--- config.mk ---
export PLATFORM = sky130hd
export DESIGN_NAME = skid_buffer_register
export DESIGN_NICKNAME = d
export VERILOG_FILES = /design/src/rtl/skid_buffer_pkg.sv /design/src/rtl/skid_buffer_control.sv /design/src/rtl/skid_buffer_register.sv
export SDC_FILE = /design/constraint.sdc
export NUM_CORES = 1
export LEC_CHECK = 0
export CAP_MARGIN = 20
export CORE_ASPECT_RATIO = 0.75
export CORE_MARGIN = 4
export CORE_UTILIZATION = 44
export DETAILED_ROUTE_END_ITERATION = 16
export PLACE_DENSITY = 0.78
export SETUP_SLACK_MARGIN = 0.05
export SLEW_MARGIN = 0
export SYNTH_ARGS = -nofsm -noshare
export SYNTH_HDL_FRONTEND = slang
export SYNTH_SLANG_ARGS = --single-unit
--- constraint.sdc ---
create_clock -name clock -period 1.5 [get_ports clock]
set_input_delay 0.15 -clock clock [delete_from_list [all_inputs] [get_ports clock]]
set_output_delay 0.15 -clock clock [all_outputs]
set_load 0.01 [all_outputs]
--- src/rtl/skid_buffer_pkg.sv ---
// Shared types for the skid buffer register: the three-state occupancy encoding.
package skid_buffer_pkg;

  localparam int unsigned STATE_WIDTH = 2;

  localparam logic [STATE_WIDTH-1:0] ENC_EMPTY = 2'd0;
  localparam logic [STATE_WIDTH-1:0] ENC_BUSY  = 2'd1;
  localparam logic [STATE_WIDTH-1:0] ENC_FULL  = 2'd2;

  typedef enum logic [STATE_WIDTH-1:0] {
    EMPTY = ENC_EMPTY,
    BUSY  = ENC_BUSY,
    FULL  = ENC_FULL
  } skid_state_t;

endpackage

--- src/rtl/skid_buffer_control.sv ---
// Occupancy FSM for the skid buffer: registered handshake outputs plus combinational
// load/select strobes for the data registers. Optional flush port under SKID_BUFFER_CLEAR_EN.
module skid_buffer_control
  import skid_buffer_pkg::*;
(
  input  logic clock,
  input  logic reset,
`ifdef SKID_BUFFER_CLEAR_EN
  input  logic i_clear,
`endif
  input  logic i_input_valid,
  input  logic i_output_ready,
  output logic o_input_ready,
  output logic o_output_valid,
  output logic o_load_main_c,
  output logic o_load_skid_c,
  output logic o_sel_skid_c
);

  skid_state_t r_state;
  skid_state_t w_next_state;
  logic        r_input_ready;
  logic        r_output_valid;
  logic        w_in_fire;
  logic        w_out_fire;

  assign w_in_fire  = i_input_valid & r_input_ready;
  assign w_out_fire = r_output_valid & i_output_ready;

  // State and registered handshake outputs, both derived from the next state.
  always_ff @(posedge clock or posedge reset) begin
    if (reset) begin
      r_state        <= EMPTY;
      r_input_ready  <= 1'b0;
      r_output_valid <= 1'b0;
    end else begin
      r_state        <= w_next_state;
      r_input_ready  <= (w_next_state != FULL);
      r_output_valid <= (w_next_state != EMPTY);
    end
  end

  always_comb begin
    w_next_state  = r_state;
    o_load_main_c = 1'b0;
    o_load_skid_c = 1'b0;
    o_sel_skid_c  = 1'b0;
    case (r_state)
      EMPTY: begin
        if (w_in_fire) begin
          w_next_state  = BUSY;
          o_load_main_c = 1'b1;
        end
      end
      BUSY: begin
        if (w_in_fire && !w_out_fire) begin
          w_next_state  = FULL;
          o_load_skid_c = 1'b1;
        end else if (w_in_fire && w_out_fire) begin
          o_load_main_c = 1'b1;
        end else if (w_out_fire) begin
          w_next_state  = EMPTY;
        end
      end
      FULL: begin
        // input_ready is low here, so only the drain of the skid word can happen.
        if (w_out_fire) begin
          w_next_state  = BUSY;
          o_load_main_c = 1'b1;
          o_sel_skid_c  = 1'b1;
        end
      end
      default: w_next_state = EMPTY;
    endcase
`ifdef SKID_BUFFER_CLEAR_EN
    if (i_clear) begin
      w_next_state  = EMPTY;
      o_load_main_c = 1'b0;
      o_load_skid_c = 1'b0;
      o_sel_skid_c  = 1'b0;
    end
`endif
  end

  assign o_input_ready  = r_input_ready;
  assign o_output_valid = r_output_valid;

endmodule

--- src/rtl/skid_buffer_register.sv ---
// Valid/ready pipeline register with a 2-entry skid (main + skid) so input_ready is registered.
// Optional synchronous flush port "clear" when SKID_BUFFER_CLEAR_EN is defined.
module skid_buffer_register
  import skid_buffer_pkg::*;
#(
  parameter int unsigned           WORD_WIDTH  = 10,
  parameter logic [WORD_WIDTH-1:0] RESET_VALUE = '0
) (
  input  logic                  clock,
  input  logic                  reset,
`ifdef SKID_BUFFER_CLEAR_EN
  input  logic                  clear,
`endif
  input  logic                  input_valid,
  output logic                  input_ready,
  input  logic [WORD_WIDTH-1:0] input_data,
  output logic                  output_valid,
  input  logic                  output_ready,
  output logic [WORD_WIDTH-1:0] output_data
);

  logic                  w_load_main;
  logic                  w_load_skid;
  logic                  w_sel_skid;
  logic [WORD_WIDTH-1:0] w_main_next;
  logic [WORD_WIDTH-1:0] r_main;
  logic [WORD_WIDTH-1:0] r_skid;

  skid_buffer_control u_control (
    .clock          (clock),
    .reset          (reset),
`ifdef SKID_BUFFER_CLEAR_EN
    .i_clear        (clear),
`endif
    .i_input_valid  (input_valid),
    .i_output_ready (output_ready),
    .o_input_ready  (input_ready),
    .o_output_valid (output_valid),
    .o_load_main_c  (w_load_main),
    .o_load_skid_c  (w_load_skid),
    .o_sel_skid_c   (w_sel_skid)
  );

  assign w_main_next = w_sel_skid ? r_skid : input_data;

  // Data registers only change on an explicit load strobe (or reset/flush).
  always_ff @(posedge clock or posedge reset) begin
    if (reset) begin
      r_main <= RESET_VALUE;
      r_skid <= RESET_VALUE;
    end
`ifdef SKID_BUFFER_CLEAR_EN
    else if (clear) begin
      r_main <= RESET_VALUE;
      r_skid <= RESET_VALUE;
    end
`endif
    else begin
      if (w_load_main) r_main <= w_main_next;
      if (w_load_skid) r_skid <= input_data;
    end
  end

  assign output_data = r_main;

endmodule

==> results.cfg <==
[status]
status = complete, but fails checks
violations = negative setup slack

[timing]
finalCriticalPeriod_ps = 1570
maxSlewHeadroom_pct = 78.9
finalHoldViolCount = 0
max_freq_mhz = 639
tightestPinTransition_ps = 316
rsz0062_at_grt = true
drv_slew = 0
finalCritPeriodShare_pct = 104
layout_setup_ws_ps = -65.2
setup_viol = 20
clock-skew-final_ps = 17.4

[worst_hold_path]
hold_path.class = in2async

[critical_path]
cp.arrival_ps = 1770
cp-startpoint = u_control.o_output_valid$_DFF_PP0_
setup.worst_path.class = reg2reg
cp-endpoint = r_skid[3]$_DFFE_PP0P_
cp_max_fo = 6
r2r_start = u_control.o_output_valid$_DFF_PP0_
cp-end-kind = flop
reg2reg_depth = 3
worstReg2RegEnd = r_skid[3]$_DFFE_PP0P_
required_ps = 1710
critPathMaxStageDelay_ps = 480
start_kind = flop
path_cells = a21boi_4 > or3b_4 > mux2_4
slowest_stage = or3b_4
rrSetupSlack_ps = -70

[clock_tree]
clockBufferDepth = 2
cts_buffers = 3
clkTransAtPathRegs_ps = 140
clk_latency_ps = 320
clkSinkCount = 24
htree_num_levels = 1
cts_tree = built
root_buffer = clkbuf_4

[synthesis]
synth_cells = 73
syn_area_um2 = 1130
ys_seq_elements = 24
syn_nets = 87
synth_cell_types = 18
yosys_warnings = 0
syn_avg_cell_area_um2 = 15.4
yosysSeqAreaShare_pct = 53.3

[drt]
wl_mm = 2.32
post_drt_wl_per_cell_um = 16.1
drt_iter0_drc = 14
antenna_left = 0
vias = 740
avgViaCountPerCell = 5.14
drtPass1Iterations = 2
drc_errors = 0

[global_routing]
grt_pass1_vias = 867
grt_pass1_wl_mm = 3.97
grt_overflow = 0
grtUsageTotal_pct = 15.4
grt_max_degree = 25
antenna_found_initial = 0

[placement]
place_inst = 137
place.gp.congestion = 0.743
place_ws_ps = -331
dpl.hpwl_mm = 1.69
post_dp_cell_area_um2 = 1460
portBuffers = 25

[floorplan]
ioPinCount = 26
row_count = 15
die_h_um = 51.8
fp.dieArea_um2 = 3440
die_width_um = 66.4
start_util_pct = 47.6
coreArea_um2 = 2360

[layout]
drive_above_1_share_pct = 48.2
area_growth_pct = 37.7
antenna_cells = 0
fill_cells = 193
fin_nets = 125
seqCellArea_um2 = 603
finalNonFillerCells = 144
multiInputGateArea_um2 = 518
final_area_um2 = 1550
fin_util_pct = 65.6

[power]
p_leak_nw = 0.694
peakVddDrop_v = 0.00101
p_per_area_nw_per_um2 = 2030
power.total_mw = 3.15

[job]
maxCapViolCount = 0
-- logic make-up (layout without fill, tap and decap cells) --
logic type	Yosys count	after routing	synth area share [%]
flip-flops	24	24	53.3
multiplexers	30	30	32.7
buffers and inverters	3	39	2.33
AND/OR/NAND/NOR	10	11	7.11
AO/OA/AOI/OAI	6	6	4.56
-- synthesized netlist by cell type --
master	count	area share (%)
o211ai_1	1	0.67
a21boi_2	1	1.0
or3b_4	1	1.0
mux2_2	22	22
nand4_1	1	0.56
dfrtp_1	24	53
buf_6	2	2.0
nand4bb_2	1	1.4
mux2_4	8	11
o211ai_2	1	1.1
a21boi_0	1	0.67
inv_1	1	0.33
nand4b_2	1	1.3
and2_2	1	0.67
and2b_2	1	0.78
a21oi_1	1	0.44
nand2_1	4	1.3
o21bai_1	1	0.67
-- what timing repair did --
action,4_1_cts,5_1_grt
setup endpoints to repair,23,21
resized for setup,4,2
setup buffers,1,1
endpoints found under the hold margin,0,0
gates cloned,1,0
hold buffers,0,0
-- cell type report --
type                            count  area share [%]
Clock inverter                      1            1.94
Clock buffer                        3            1.45
Inverter                            1           0.242
Multi-Input combinational cell     47            33.4
Tap cell                           34            2.74
Sequential cell                    24            38.9
Timing Repair Buffer               34            21.3
-- power by group --
part	switching, mW	leakage (nW)	internal [mW]
sequential	0.227	0.280	0.983
combinational	0.501	0.386	0.969
clock	0.199	0.0279	0.270
-- state kept, by name, indices dropped and copies added, names as in the netlist --
name and cells:
u_control.r_state 2, u_control.o_input_ready 1, r_skid 10, u_control.o_output_valid 1, output_data 10
-- worst min-delay path by stage --
stage,from,end,cells past startpoint
2_1_floorplan,reset,output_data[0]$_DFFE_PP0P_,1
3_3_place_gp,r_skid[9]$_DFFE_PP0P_,r_skid[9]$_DFFE_PP0P_,1
3_5_place_dp,r_skid[7]$_DFFE_PP0P_,r_skid[7]$_DFFE_PP0P_,1
4_1_cts,reset,r_skid[4]$_DFFE_PP0P_,3
5_1_grt,reset,r_skid[4]$_DFFE_PP0P_,3
6_report,reset,r_skid[4]$_DFFE_PP0P_,3
-- worst max-delay path: cells and delay by family (launching register included) --
family / cells / cell delay [ps]
AO/OA/AOI/OAI: 1 / 180
flip-flops: 1 / 470
multiplexers: 1 / 320
AND/OR/NAND/NOR: 1 / 480
-- layer usage --
metal | wire length (um) | vias up | track usage (%) | part of all wire, %
li1 | - | 344 | - | -
met1 | 1060 | 370 | 19.6 | 46
met2 | 1140 | 22 | 25.5 | 49
met3 | 94 | 4 | 5.18 | 4.1
met4 | 28 | 0 | 3.38 | 1.2
met5 | 0 | - | 0 | 0
-- stage by stage --
step,TNS [ps],hold slack [ps]
detailed placement,-5820,490
CTS,-820,156
global route,-1370,179
global placement,-4850,489
finish,-708,154
floorplan,-419,165
-- cell usage in the layout, fill, tap and decap left out, drive strengths merged --
cell           count
nand2              4
o211ai             2
nand4b             1
dlygate4sd2        2
a21boi             2
or3b               2
and2b              1
nand4bb            1
mux2              30
clkbuf             3
bufinv             1
o21bai             1
clkdlybuf4s50     22
and2               1
inv                1
nand4              1
dfrtp             24
dlymetal6s2s       1
buf                9
a21oi              1
Power figures use the tool's default switching activity.
